**src/rtl/i2s_rx_if.sv**
```systemverilog
// i2s_rx_if -- bundle of the I2S pins and the frame hand-off signals.
//   sck/lrck/sd : serial bit clock, word select and data from the I2S source
//   ack         : consumer acknowledge of the presented frame
//   sound       : last complete frame, left in the upper WORD bits
//   valid       : sound holds a frame not yet acknowledged
//   overrun     : sticky, an unacknowledged frame was replaced
//   synced      : frame alignment acquired
// master = receiver side (drives the frame outputs), slave = source/consumer side.
`timescale 1ns/1ps
interface i2s_rx_if #(
  parameter int WORD = 16
);
  logic              sck;
  logic              lrck;
  logic              sd;
  logic              ack;
  logic [2*WORD-1:0] sound;
  logic              valid;
  logic              overrun;
  logic              synced;

  modport master (
    input  sck, lrck, sd, ack,
    output sound, valid, overrun, synced
  );

  modport slave (
    output sck, lrck, sd, ack,
    input  sound, valid, overrun, synced
  );
endinterface

```
**src/rtl/i2s_rx.sv**
```systemverilog
// i2s_rx -- I2S serial receiver in the system-clock domain.
// The external sck/lrck/sd are synchronized, sck rising edges are detected,
// and an ALIGN/LEFT/RIGHT FSM assembles MSB-first words of WORD bits per
// channel (zero-filled if short, extra bits dropped). A frame completes on
// the lrck fall that ends the right channel and is presented with a
// valid/ack hand-off; replacing an unacknowledged frame sets sticky overrun.
// Ports:
//   clk     : system clock
//   reset_n : asynchronous active-low reset
//   bus     : i2s_rx_if.master (sck, lrck, sd, ack in; sound, valid, overrun, synced out)
`timescale 1ns/1ps
module i2s_rx #(
  parameter int WORD = 16
) (
  input logic      clk,
  input logic      reset_n,
  i2s_rx_if.master bus
);

  localparam int CW = $clog2(WORD + 1);

  typedef enum logic [1:0] {ALIGN, LEFT, RIGHT} state_e;

  state_e            state_q, state_d;
  logic [1:0]        sck_sync_q, lrck_sync_q, sd_sync_q;
  logic              sck_prev_q;
  logic              lrck_prev_q, lrck_prev_d;
  logic [WORD-1:0]   shift_q, shift_d;
  logic [WORD-1:0]   left_q, left_d;
  logic [CW-1:0]     cnt_q, cnt_d;
  logic [2*WORD-1:0] sound_q, sound_d;
  logic              valid_q, valid_d;
  logic              overrun_q, overrun_d;
  logic              sck_rise, lrck_s, sd_s, lr_fall, lr_rise, frame_done;

  // Two-flop synchronizers; sck_prev_q is one more stage for edge detection.
  always_ff @(posedge clk or negedge reset_n) begin
    if (!reset_n) begin
      sck_sync_q  <= '0;
      lrck_sync_q <= '0;
      sd_sync_q   <= '0;
      sck_prev_q  <= 1'b0;
    end else begin
      // NOTE: non-blocking assignments so every flop samples pre-edge values.
      sck_sync_q  <= {sck_sync_q[0], bus.sck};
      lrck_sync_q <= {lrck_sync_q[0], bus.lrck};
      sd_sync_q   <= {sd_sync_q[0], bus.sd};
      sck_prev_q  <= sck_sync_q[1];
    end
  end

  // lrck and sd travel through the same depth as sck, so they are
  // coherent with the detected edge.
  assign sck_rise = sck_sync_q[1] & ~sck_prev_q;
  assign lrck_s   = lrck_sync_q[1];
  assign sd_s     = sd_sync_q[1];
  assign lr_fall  = sck_rise & lrck_prev_q & ~lrck_s;
  assign lr_rise  = sck_rise & ~lrck_prev_q & lrck_s;

  always_ff @(posedge clk or negedge reset_n) begin
    if (!reset_n) state_q <= ALIGN;
    else          state_q <= state_d;
  end

  always_comb begin
    // NOTE: defaults first so no path leaves a signal unassigned (no latches).
    state_d     = state_q;
    shift_d     = shift_q;
    cnt_d       = cnt_q;
    left_d      = left_q;
    lrck_prev_d = lrck_prev_q;
    frame_done  = 1'b0;
    sound_d     = sound_q;
    valid_d     = valid_q;
    overrun_d   = overrun_q;

    if (sck_rise) begin
      lrck_prev_d = lrck_s;
      case (state_q)
        ALIGN: begin
          if (lr_fall) begin
            state_d = LEFT;
            shift_d = '0;
            cnt_d   = '0;
          end
        end
        LEFT: begin
          if (lr_rise) begin
            // Delay slot of the right channel: commit left, drop this sd.
            left_d  = shift_q;
            state_d = RIGHT;
            shift_d = '0;
            cnt_d   = '0;
          end else if (cnt_q < CW'(WORD)) begin
            // Place the bit at its final position so short words zero-fill.
            shift_d = shift_q | (WORD'(sd_s) << (CW'(WORD - 1) - cnt_q));
            cnt_d   = cnt_q + CW'(1);
          end
        end
        RIGHT: begin
          if (lr_fall) begin
            frame_done = 1'b1;
            state_d    = LEFT;
            shift_d    = '0;
            cnt_d      = '0;
          end else if (cnt_q < CW'(WORD)) begin
            shift_d = shift_q | (WORD'(sd_s) << (CW'(WORD - 1) - cnt_q));
            cnt_d   = cnt_q + CW'(1);
          end
        end
        default: state_d = ALIGN;
      endcase
    end

    // A completing frame wins over ack; overrun only if nobody took the old one.
    if (frame_done) begin
      sound_d = {left_q, shift_q};
      valid_d = 1'b1;
      if (valid_q && !bus.ack) overrun_d = 1'b1;
    end else if (bus.ack) begin
      valid_d = 1'b0;
    end
  end

  always_ff @(posedge clk or negedge reset_n) begin
    if (!reset_n) begin
      // NOTE: the shift register and word holder are reset too, so a reset
      // mid-frame cannot leak stale bits into the next frame.
      shift_q     <= '0;
      left_q      <= '0;
      cnt_q       <= '0;
      lrck_prev_q <= 1'b0;
      sound_q     <= '0;
      valid_q     <= 1'b0;
      overrun_q   <= 1'b0;
    end else begin
      shift_q     <= shift_d;
      left_q      <= left_d;
      cnt_q       <= cnt_d;
      lrck_prev_q <= lrck_prev_d;
      sound_q     <= sound_d;
      valid_q     <= valid_d;
      overrun_q   <= overrun_d;
    end
  end

  assign bus.sound   = sound_q;
  assign bus.valid   = valid_q;
  assign bus.overrun = overrun_q;
  assign bus.synced  = (state_q != ALIGN);

endmodule

```
**src/flat_wrapper.sv**
```systemverilog
// flat-port wrapper written by rule: the top's interface ports become plain ports
module i2s_rx_flat 
#(
  parameter int WORD = 16
)
  (clk, reset_n, bus_sck, bus_lrck, bus_sd, bus_ack, bus_sound, bus_valid, bus_overrun, bus_synced);
  i2s_rx_if #(.WORD(WORD)) bus_i ();
  input logic clk;
  input logic reset_n;
  input wire logic [$bits(bus_i.sck)-1:0] bus_sck;
  input wire logic [$bits(bus_i.lrck)-1:0] bus_lrck;
  input wire logic [$bits(bus_i.sd)-1:0] bus_sd;
  input wire logic [$bits(bus_i.ack)-1:0] bus_ack;
  output wire logic [$bits(bus_i.sound)-1:0] bus_sound;
  output wire logic [$bits(bus_i.valid)-1:0] bus_valid;
  output wire logic [$bits(bus_i.overrun)-1:0] bus_overrun;
  output wire logic [$bits(bus_i.synced)-1:0] bus_synced;
  assign bus_i.sck = bus_sck;
  assign bus_i.lrck = bus_lrck;
  assign bus_i.sd = bus_sd;
  assign bus_i.ack = bus_ack;
  assign bus_sound = bus_i.sound;
  assign bus_valid = bus_i.valid;
  assign bus_overrun = bus_i.overrun;
  assign bus_synced = bus_i.synced;
  i2s_rx #(.WORD(WORD)) u_core (.clk(clk), .reset_n(reset_n), .bus(bus_i));
endmodule
```
**config.mk**
```make
export PLATFORM = sky130hd
export DESIGN_NAME = i2s_rx_flat
export DESIGN_NICKNAME = d
export VERILOG_FILES = /design/src/rtl/i2s_rx_if.sv /design/src/rtl/i2s_rx.sv /design/src/flat_wrapper.sv
export SDC_FILE = /design/constraint.sdc
export NUM_CORES = 1
export LEC_CHECK = 0
export ABC_CLOCK_PERIOD_IN_PS = 4600
export CELL_PAD_IN_SITES_DETAIL_PLACEMENT = 0
export CELL_PAD_IN_SITES_GLOBAL_PLACEMENT = 2
export CORE_MARGIN = 1.5
export CORE_UTILIZATION = 39
export CTS_CLUSTER_SIZE = 28
export DETAILED_ROUTE_END_ITERATION = 6
export GPL_TIMING_DRIVEN = 0
export MAX_ROUTING_LAYER = met4
export PLACE_DENSITY = 0.77
export SLEW_MARGIN = 20
export SYNTH_ARGS = -nofsm -noshare
export SYNTH_HDL_FRONTEND = slang
export SYNTH_SLANG_ARGS = --single-unit
```
**constraint.sdc**
```tcl
create_clock -name clk -period 4.6 [get_ports clk]
set_clock_uncertainty 0.05 [all_clocks]
set_input_delay 0.46 -clock clk [delete_from_list [all_inputs] [get_ports clk]]
set_output_delay 0.46 -clock clk [all_outputs]
set_load 0.005 [all_outputs]
```
-- After elaboration in Yosys (flattened, before gate mapping)
Cells that the tools add are included.
- add/sub/neg operators: 2
- multiply operators: 0
- div/mod/pow operators: 0
- magnitude comparators: 1
- eq/ne operators: 5
- shift operators: 1
- multiplexer cells: 18
- bitwise logic cells: 9
- reductions and logical operators: 11
- operator list (operator ; count):
    $mux 16 ; 4
    $pmux 16 s3 ; 1
    $mux 5 ; 4
    $or 16x16->16 ; 1
    $shl 1x5->16 ; 1
    $pmux 5 s3 ; 1
    $reduce_and 3->1 ; 3
    $ne 2x1->1 const B ; 3
    $add 5x1->5 const B ; 1
    $and 1x1->1 ; 5
    $lt 5x5->1 const B ; 1
    $mux 1 ; 5
    $sub 4x5->5 const A ; 1
    $mux 2 ; 2
    $pmux 2 s2 ; 1
    $reduce_bool 2->1 ; 2
    $not 1->1 ; 3
    $reduce_bool 3->1 ; 1
    $eq 2x1->1 const B ; 1
    $eq 2x2->1 const B ; 1
    $logic_not 2->1 ; 1
    $reduce_and 2->1 ; 1
    $reduce_or 2->1 ; 1
    $logic_and 1x1->1 ; 1
    $logic_not 1->1 ; 1
- register bits: 81
- latch bits: 0
- bits in writable memories: 0
- memory bits (read-only): 0
- input bits: 6
- memories kept: 0

-- Logic depth before layout (Yosys ltp)
Gate-level depths: netlist of the first run.
- depth in word-level cells: 8
- mapped depth: 6
- gate-level depth less buffers: 5

-- Worst setup path after synthesis of the first run
No wires, ideal clock.
- path kind: reg-to-reg
- from: register u_core.state_q[0]
- to: register u_core.cnt_q[1]
- library setup time: 0.121 ns
- arrival: 1.617 ns
- data required time: 4.429 ns
- setup slack: 2.812 ns
- cell stages (with the launch flop): 7
- buffers on the path: 1
- cells stage by stage: dfrtp_1 ha_1 or3b_4 a211oi_4 buf_6 mux2i_1 nor2_1
- cells in the longest elaborated chain, start to end: 3
- RTL lines (item ; RTL line ; text):
    start, declared ; i2s_rx.sv:24 ; state_e state_q, state_d;
    start signal, assigned ; i2s_rx.sv:62 ; else state_q <= state_d;
    $eq 2x1->1 (tied with other cells) ; i2s_rx.sv:79 ; case (state_q)
    $reduce_bool 3->1 (no source line) / $ne 2x1->1 (equally long branches) ; -- ;
    $reduce_and 3->1 (no source line) ; -- ;
    end signal, assigned ; i2s_rx.sv:139 ; cnt_q <= cnt_d;
    end, declared ; i2s_rx.sv:30 ; logic [CW-1:0] cnt_q, cnt_d;
Several ways; a longest one is shown, not always the timed one.
A chain may end at the register's enable or synchronous reset.

-- Worst setup path after layout of the first run
- from: register u_core.state_q[0]
- to: output bus_synced
- cells in the longest elaborated chain, start to end: 1
- RTL lines (item ; RTL line ; text):
    $reduce_bool 2->1 ; i2s_rx.sv:150 ; assign bus.synced = (state_q != ALIGN);
    end, declared ; flat_wrapper.sv:17 ; output wire logic [$bits(bus_i.synced)-1:0] bus_synced;
No other way between the ends.

==> results of run 1 <==
layout make-up:
| type | count | area (um2) | area share |
|---|---|---|---|
| sequential | 81 | 2030 | 0.508 |
| multi-input combinational | 135 | 1140 | 0.287 |
| timing repair buffer | 42 | 435 | 0.109 |
| clock buffer | 10 | 138 | 0.0345 |
| tap | 105 | 131 | 0.0329 |
| buffer | 11 | 70.1 | 0.0175 |
| clock inverter | 5 | 31.3 | 0.00783 |
| inverter | 4 | 15.0 | 0.00376 |
how the worst max path moves through the flow:
stage / slack [ns] / cells after the start / endpoint / start
5_1_grt: 2.26 / 4 / bus_synced / u_core.state_q[0]
3_3_place_gp: 0.14 / 1 / u_core.bus.sound[26] / reset_n
6_report: 2.35 / 4 / bus_synced / u_core.state_q[0]
4_1_cts: 2.33 / 4 / bus_synced / u_core.state_q[0]
2_1_floorplan: 2.81 / 6 / u_core.cnt_q[1] / u_core.state_q[0]
3_5_place_dp: 2.57 / 6 / u_core.left_q[9] / u_core.state_q[1]
repair_timing:
action,CTS,global route
setup buffers,0,0
hold buffers,1,0
endpoints found under the setup margin,0,0
hold endpoints to repair,24,0
critical path, delay by kind of cell (launching register included):
family,cells,cell delay [ns]
flip-flops,1,0.43
buffers and inverters,3,0.67
adder cells (fa/ha/maj),1,0.30
routing by layer:
layer	wire [um]	vias to the layer above	part of all wire	track usage
met5	0	-	0	-
met4	116	0	0.020	0.0672
met3	203	11	0.035	0.0338
met2	2690	41	0.46	0.213
met1	2800	998	0.48	0.220
li1	-	936	-	-
Yosys cell counts (2+ instances only):
library cell,n
clkbuf_1,3
a41oi_1,13
buf_6,3
mux2_2,44
nor2_1,23
dfrtp_1,81
nor2b_1,5
buf_2,5
ha_1,5
o21ai_0,3
xnor2_1,2
nand2b_1,3
and3_1,4
a21oi_1,3
inv_1,4
nand3_1,2
mux2_1,6
nand2_1,2
a31oi_1,4
cells by family after synthesis:
logic type	synth area share
fa+ha+maj	0.0192
compound gates	0.0811
flops	0.622
mux	0.176
buf+inv	0.0261
xor+xnor	0.00538
simple gates	0.0699
stage by stage:
step           cell area, um2   util  setup WS (ns)  hold WS (ns)  total power [uW]
2_1_floorplan            3260      -           2.81         0.114              1070
3_5_place_dp             3810  0.469           2.57         0.289              1200
5_1_grt                  3990  0.491           2.26         0.310              1750
4_1_cts                  3990  0.491           2.33         0.305              1660
3_3_place_gp             3790  0.466          0.139         0.283              1200
6_report                 3990  0.491           2.35         0.303              1640
where the power goes:
group	switching (uW)	internal, uW	total [uW]
sequential	57.6	779	837
combinational	188	162	350
clock	247	207	453
total	492	1150	1640
state kept, by name (all words and copies together) (netlist names):
name                count
u_core.bus.overrun      1
u_core.bus.sound       32
u_core.bus.valid        1
u_core.cnt_q            5
u_core.left_q          16
u_core.lrck_prev_q      1
u_core.lrck_sync_q      2
u_core.sck_prev_q       1
u_core.sck_sync_q       2
u_core.sd_sync_q        2
u_core.shift_q         16
u_core.state_q          2
==> run_results.csv, run 1 <==
group,metric,value,unit
floorplanning,coreArea,0.00813,mm2
finish,final_common_cell,"dfrtp_1",
setup_path,r2r_cells,6,
sta,slew_viol_final,0,
sta,fin_crit_sh,0.490,
min_path,hold_start,"u_core.sd_sync_q[0]",
cts,clkSinkCount,81,
yosys,synth_top_flop_cell,"dfrtp_1",
routing,remaining_drc_errors,0,
routing,vias,1986,
sta,hold_viol,0,
global_routing,grt_max_degree,58,
setup_path,crit_type,"flip-flop to output port",
cts,insertion_delay,0.34,ns
yosys,synthTopCellsByArea,"dfrtp_1 (62%), mux2_2 (15%), a41oi_1 (3.5%), nor2_1 (2.7%), mux2_1 (2.1%)",
min_path,holdPathEnd,"u_core.sd_sync_q[1]",
sta,slew_headroom,0.715,
setup_path,required,4.09,ns
setup_path,ff2ff_setup_slack,2.57,ns
floorplanning,die_w,94.4,um
yosys,synth_top_area_cell,"dfrtp_1",
yosys,synth.distinct_cells,35,
finish,final_cell_mix,"dfrtp_1 (81), mux2_2 (44), clkdlybuf4s50_1 (39)",
setup_path,timing.critical_path.mode_cell,"inv_1",
yosys,yosys_warnings,0,
finish,antenna_cells,0,
yosys,netlist_area,0.00326,mm2
floorplanning,start_util,0.400,
placement,place_congestion,0.755,
placement,portBuffers,40,
cts,cts_resized,0,
floorplanning,die_y,94.4,um
setup_path,rr_startpoint,"u_core.state_q[1]",
placement,place.detailed.hpwl,4060,um
global_routing,grtUsageTotal,0.155,
routing,wl_per_cell,14.8,um
placement,dp_cells,377,
global_routing,grt_pass1_wl,10200,um
power_and_ir_drop,p_leak,0.00191,uW
setup_path,path_cells,"inv_1 > ha_1 > inv_1 > clkdlybuf4s50_1",
finish,finalNetCount,295,
sta,fmax,444,MHz
min_path,worstHoldPathCells,0,
yosys,yosysSeqAreaShare,0.622,
setup_path,cp_slowest_stage_delay,0.49,ns
sta,period_needed,2.25,ns
routing,drt_iter0_markers,78,
yosys,synth_edf_count,0,
routing,first_pass_iters,4,
job,maxCapViolations,0,
routing,via_per_inst,5.05,
sta,worst_slew_pin_slew,0.427,ns
min_path,holdCritPathClass,"flip-flop to flip-flop",
global_routing,grt_pass1_vias,1951,
finish,area_delta_synth_final,22.6,%
setup_path,timing.rr.end,"u_core.left_q[9]",
finish,fillers,715,
yosys,synthCells,231,
finish,drive_above_1_share,0.264,
power_and_ir_drop,ir_worst_vdd,0.166,mV
setup_path,slowest_stage,"clkdlybuf4s50_1",
setup_path,cp-end-kind,"output port",
yosys,async_reset_ff_frac,1.00,
routing,postRouteWirelength,5820,um
yosys,synth_nets,242,
yosys,synth_top_cell_area_share,0.622,
power_and_ir_drop,pwr_density_cell,411,mW/mm2
cts,cts_root_buffer,"clkbuf_8",
status,status,"complete, no violations",
cts,numCtsBuffers,9,
sta,finalSetupTns,0,ns
yosys,ys_ff_latch,81,
setup_path,start_kind,"flip-flop",
yosys,syn_area_per_cell,14.1,um2
global_routing,antenna_found_initial,0,
cts,clk_pin_slew,0.08,ns
cts,max-clock-path-buffers,2,
setup_path,worstPathMaxFanout,6,
floorplanning,num_rows,33,
sta,finalSetupViolations,0,
global_routing,overflow,0,
routing,detail-route-antenna-nets,0,
floorplanning,die-area,0.00891,mm2
sta,rsz0062_at_grt,"false",
cts,htree_num_levels,3,
floorplanning,io_pins,41,
cts,cts_tree,"yes",
setup_path,worst-endpoint-arrival,1.74,ns
finish,stdcell_count,393,
No activity file was read; power rests on OpenSTA's default activity.
==> inputs of run 2 (changes only) <==
--- a/config.mk
+++ b/config.mk
@@ -5,16 +5,16 @@
 export SDC_FILE = /design/constraint.sdc
 export NUM_CORES = 1
 export LEC_CHECK = 0
-export ABC_CLOCK_PERIOD_IN_PS = 4600
+export ABC_CLOCK_PERIOD_IN_PS = 2200
 export CELL_PAD_IN_SITES_DETAIL_PLACEMENT = 0
 export CELL_PAD_IN_SITES_GLOBAL_PLACEMENT = 2
 export CORE_MARGIN = 1.5
-export CORE_UTILIZATION = 39
+export CORE_UTILIZATION = 38
 export CTS_CLUSTER_SIZE = 28
 export DETAILED_ROUTE_END_ITERATION = 6
 export GPL_TIMING_DRIVEN = 0
 export MAX_ROUTING_LAYER = met4
-export PLACE_DENSITY = 0.77
+export PLACE_DENSITY = 0.75
 export SLEW_MARGIN = 20
 export SYNTH_ARGS = -nofsm -noshare
 export SYNTH_HDL_FRONTEND = slang
==> constraint.sdc (replaced) <==
create_clock -name clk -period 2.2 [get_ports clk]
set_clock_uncertainty 0.05 [all_clocks]
set_input_delay 0.22 -clock clk [delete_from_list [all_inputs] [get_ports clk]]
set_output_delay 0.22 -clock clk [all_outputs]
set_load 0.005 [all_outputs]
==> run 2 against run 1 <==
Net effect:
- via count shrank 1.8%
- clock power grew to 2.5 times the previous value
- sequential share of layout area shrank 0.36 points
- power grew 120%
- worst hold slack lost 0.042 ns
- wire length grew 3.4%
- core utilization shrank 0.39 points
- first-iteration DRC count shrank 9.0%
- clock-buffer cell count shrank 1
- global-route usage shrank 0.14 points
- sequential power grew 110%
==> run_results.csv, run 2 (same netlist as run 1, synthesis figures left out) <==
group,metric,value,unit
finish,final_cell_mix,"dfrtp_1 (81), mux2_2 (44), clkdlybuf4s50_1 (39)",
global_routing,grt_pass1_vias,1935,
sta,finalSetupViolations,0,
power_and_ir_drop,p_int,2600,uW
sta,fmax,497,MHz
routing,postRouteWirelength,6020,um
power_and_ir_drop,clkPwrFrac,0.316,
global_routing,grt_max_degree,44,
finish,antenna_cells,0,
job,maxCapViolations,0,
placement,portBuffers,40,
power_and_ir_drop,power_frac_comb,0.203,
sta,finalSetupTns,0,ns
floorplanning,die-area,0.00914,mm2
placement,place.detailed.hpwl,4120,um
sta,fin_crit_sh,0.915,
finish,largest_reg_flops,32,
power_and_ir_drop,fin_total_pwr,3640,uW
cts,insertion_delay,0.35,ns
routing,first_pass_iters,4,
sta,slew_headroom,0.657,
setup_path,cp-end-kind,"flip-flop",
floorplanning,die_w,95.6,um
power_and_ir_drop,netSwitchingFraction,0.286,
sta,hold_viol,0,
global_routing,grtUsageTotal,0.154,
power_and_ir_drop,pwr_density_cell,904,mW/mm2
cts,htree_num_levels,3,
cts,clkSinkCount,81,
cts,cts_root_buffer,"clkbuf_8",
cts,max-clock-path-buffers,2,
setup_path,cp_slowest_stage_delay,0.40,ns
setup_path,start_kind,"flip-flop",
cts,clk_pin_slew,0.08,ns
finish,multiInputGateArea,0.00114,mm2
power_and_ir_drop,ir_worst_vdd,0.348,mV
routing,wl_per_cell,15.3,um
power_and_ir_drop,seqPwrFrac,0.481,
global_routing,overflow,0,
cts,numCtsBuffers,9,
min_path,holdCritPathClass,"input pin to flip-flop",
placement,pre_cts_ws,0.147,ns
routing,detail-route-antenna-nets,0,
finish,area_delta_synth_final,23.5,%
finish,regArea,0.00203,mm2
sta,slew_viol_final,0,
floorplanning,coreArea,0.00826,mm2
placement,place_congestion,0.765,
finish,finalNetCount,295,
routing,vias,1951,
global_routing,grt_pass1_wl,10100,um
cts,cts_tree,"yes",
setup_path,slowest_stage,"dfrtp_1",
finish,final_common_cell,"dfrtp_1",
routing,drt_iter0_markers,71,
routing,via_per_inst,4.98,
global_routing,antenna_found_initial,0,
setup_path,path_cells,"inv_1 > ha_1 > nand3_1 > nor2_2 > buf_6 > mux2_2",
sta,worst_slew_pin_slew,0.514,ns
setup_path,worst-endpoint-arrival,2.19,ns
sta,fin_ws,0.187,ns
power_and_ir_drop,p_leak,0.00192,uW
status,status,"complete, no violations",
sta,rsz0062_at_grt,"false",
finish,drive_above_1_share,0.261,
finish,fin_util,0.487,
sta,period_needed,2.01,ns
finish,fillers,766,
setup_path,required,2.38,ns
floorplanning,start_util,0.394,
routing,remaining_drc_errors,0,
cts,cts_resized,0,
floorplanning,die_y,95.6,um
floorplanning,num_rows,33,
setup_path,worstPathMaxFanout,10,
setup_path,crit_type,"flip-flop to flip-flop",
floorplanning,io_pins,41,
power_and_ir_drop,p_sw,1040,uW
[run 2: cell type report]
| type | instances | share of cell area |
|---|---|---|
| Buffer | 11 | 0.0174 |
| Timing Repair Buffer | 42 | 0.106 |
| Tap cell | 105 | 0.0327 |
| Clock buffer | 9 | 0.0308 |
| Multi-Input combinational cell | 135 | 0.285 |
| Sequential cell | 81 | 0.504 |
| Inverter | 4 | 0.00373 |
| Clock inverter | 5 | 0.0202 |
[run 2: worst max-delay path: cells and delay by family, from the launching register on]
kind | cells | cell delay [ns]
DFF | 1 | 0.40
adders and majority gates | 1 | 0.28
muxes | 1 | 0.34
buffers and inverters | 2 | 0.34
and+or+nand+nor | 2 | 0.48
[run 2: repair_timing]
item / in CTS / in global routing
endpoints found under the setup margin: 0 / 0
buffers inserted: 0 / 0
endpoints found under the hold margin: 38 / 0
hold buffers: 1 / 0
[run 2: path summary, 6_finish.rpt]
path                       slack (ns)  cells past startpoint           startpoint                   end
min in group asynchronous        0.34                      2              reset_n  u_core.bus.sound[18]
max in group asynchronous        1.15                      3              reset_n  u_core.bus.sound[27]
setup reg to reg                 0.19                      6    u_core.state_q[1]      u_core.left_q[9]
hold / removal                   0.26                      1               bus_sd   u_core.sd_sync_q[0]
setup / recovery                 0.19                      6    u_core.state_q[1]      u_core.left_q[9]
hold reg to reg                  0.30                      0  u_core.sd_sync_q[0]   u_core.sd_sync_q[1]
[run 2: metrics by stage]
step                      instances  instance area [um2]  hold WS (ns)
after CTS                       392                 4020         0.247
after floorplan                 231                 3260        -0.126
final                           392                 4020         0.261
after detailed placement        377                 3810         0.188
after global placement          376                 3790         0.283
after global routing            392                 4020         0.250
[run 2: per-layer routing]
| layer | track usage | part of all wire | vias to the layer above |
|---|---|---|---|
| li1 | - | - | 934 |
| met1 | 0.212 | 0.50 | 966 |
| met2 | 0.213 | 0.44 | 39 |
| met3 | 0.0343 | 0.034 | 12 |
| met4 | 0.0735 | 0.020 | 0 |
| met5 | - | 0 | - |
[run 2: power groups by stage]
stage,combinational (uW),clock [uW],sequential (uW)
floorplan,493,0,1740
global placement,732,0,1780
detailed placement,740,0,1780
CTS,746,1190,1760
global route,844,1240,1780
finish,738,1150,1750
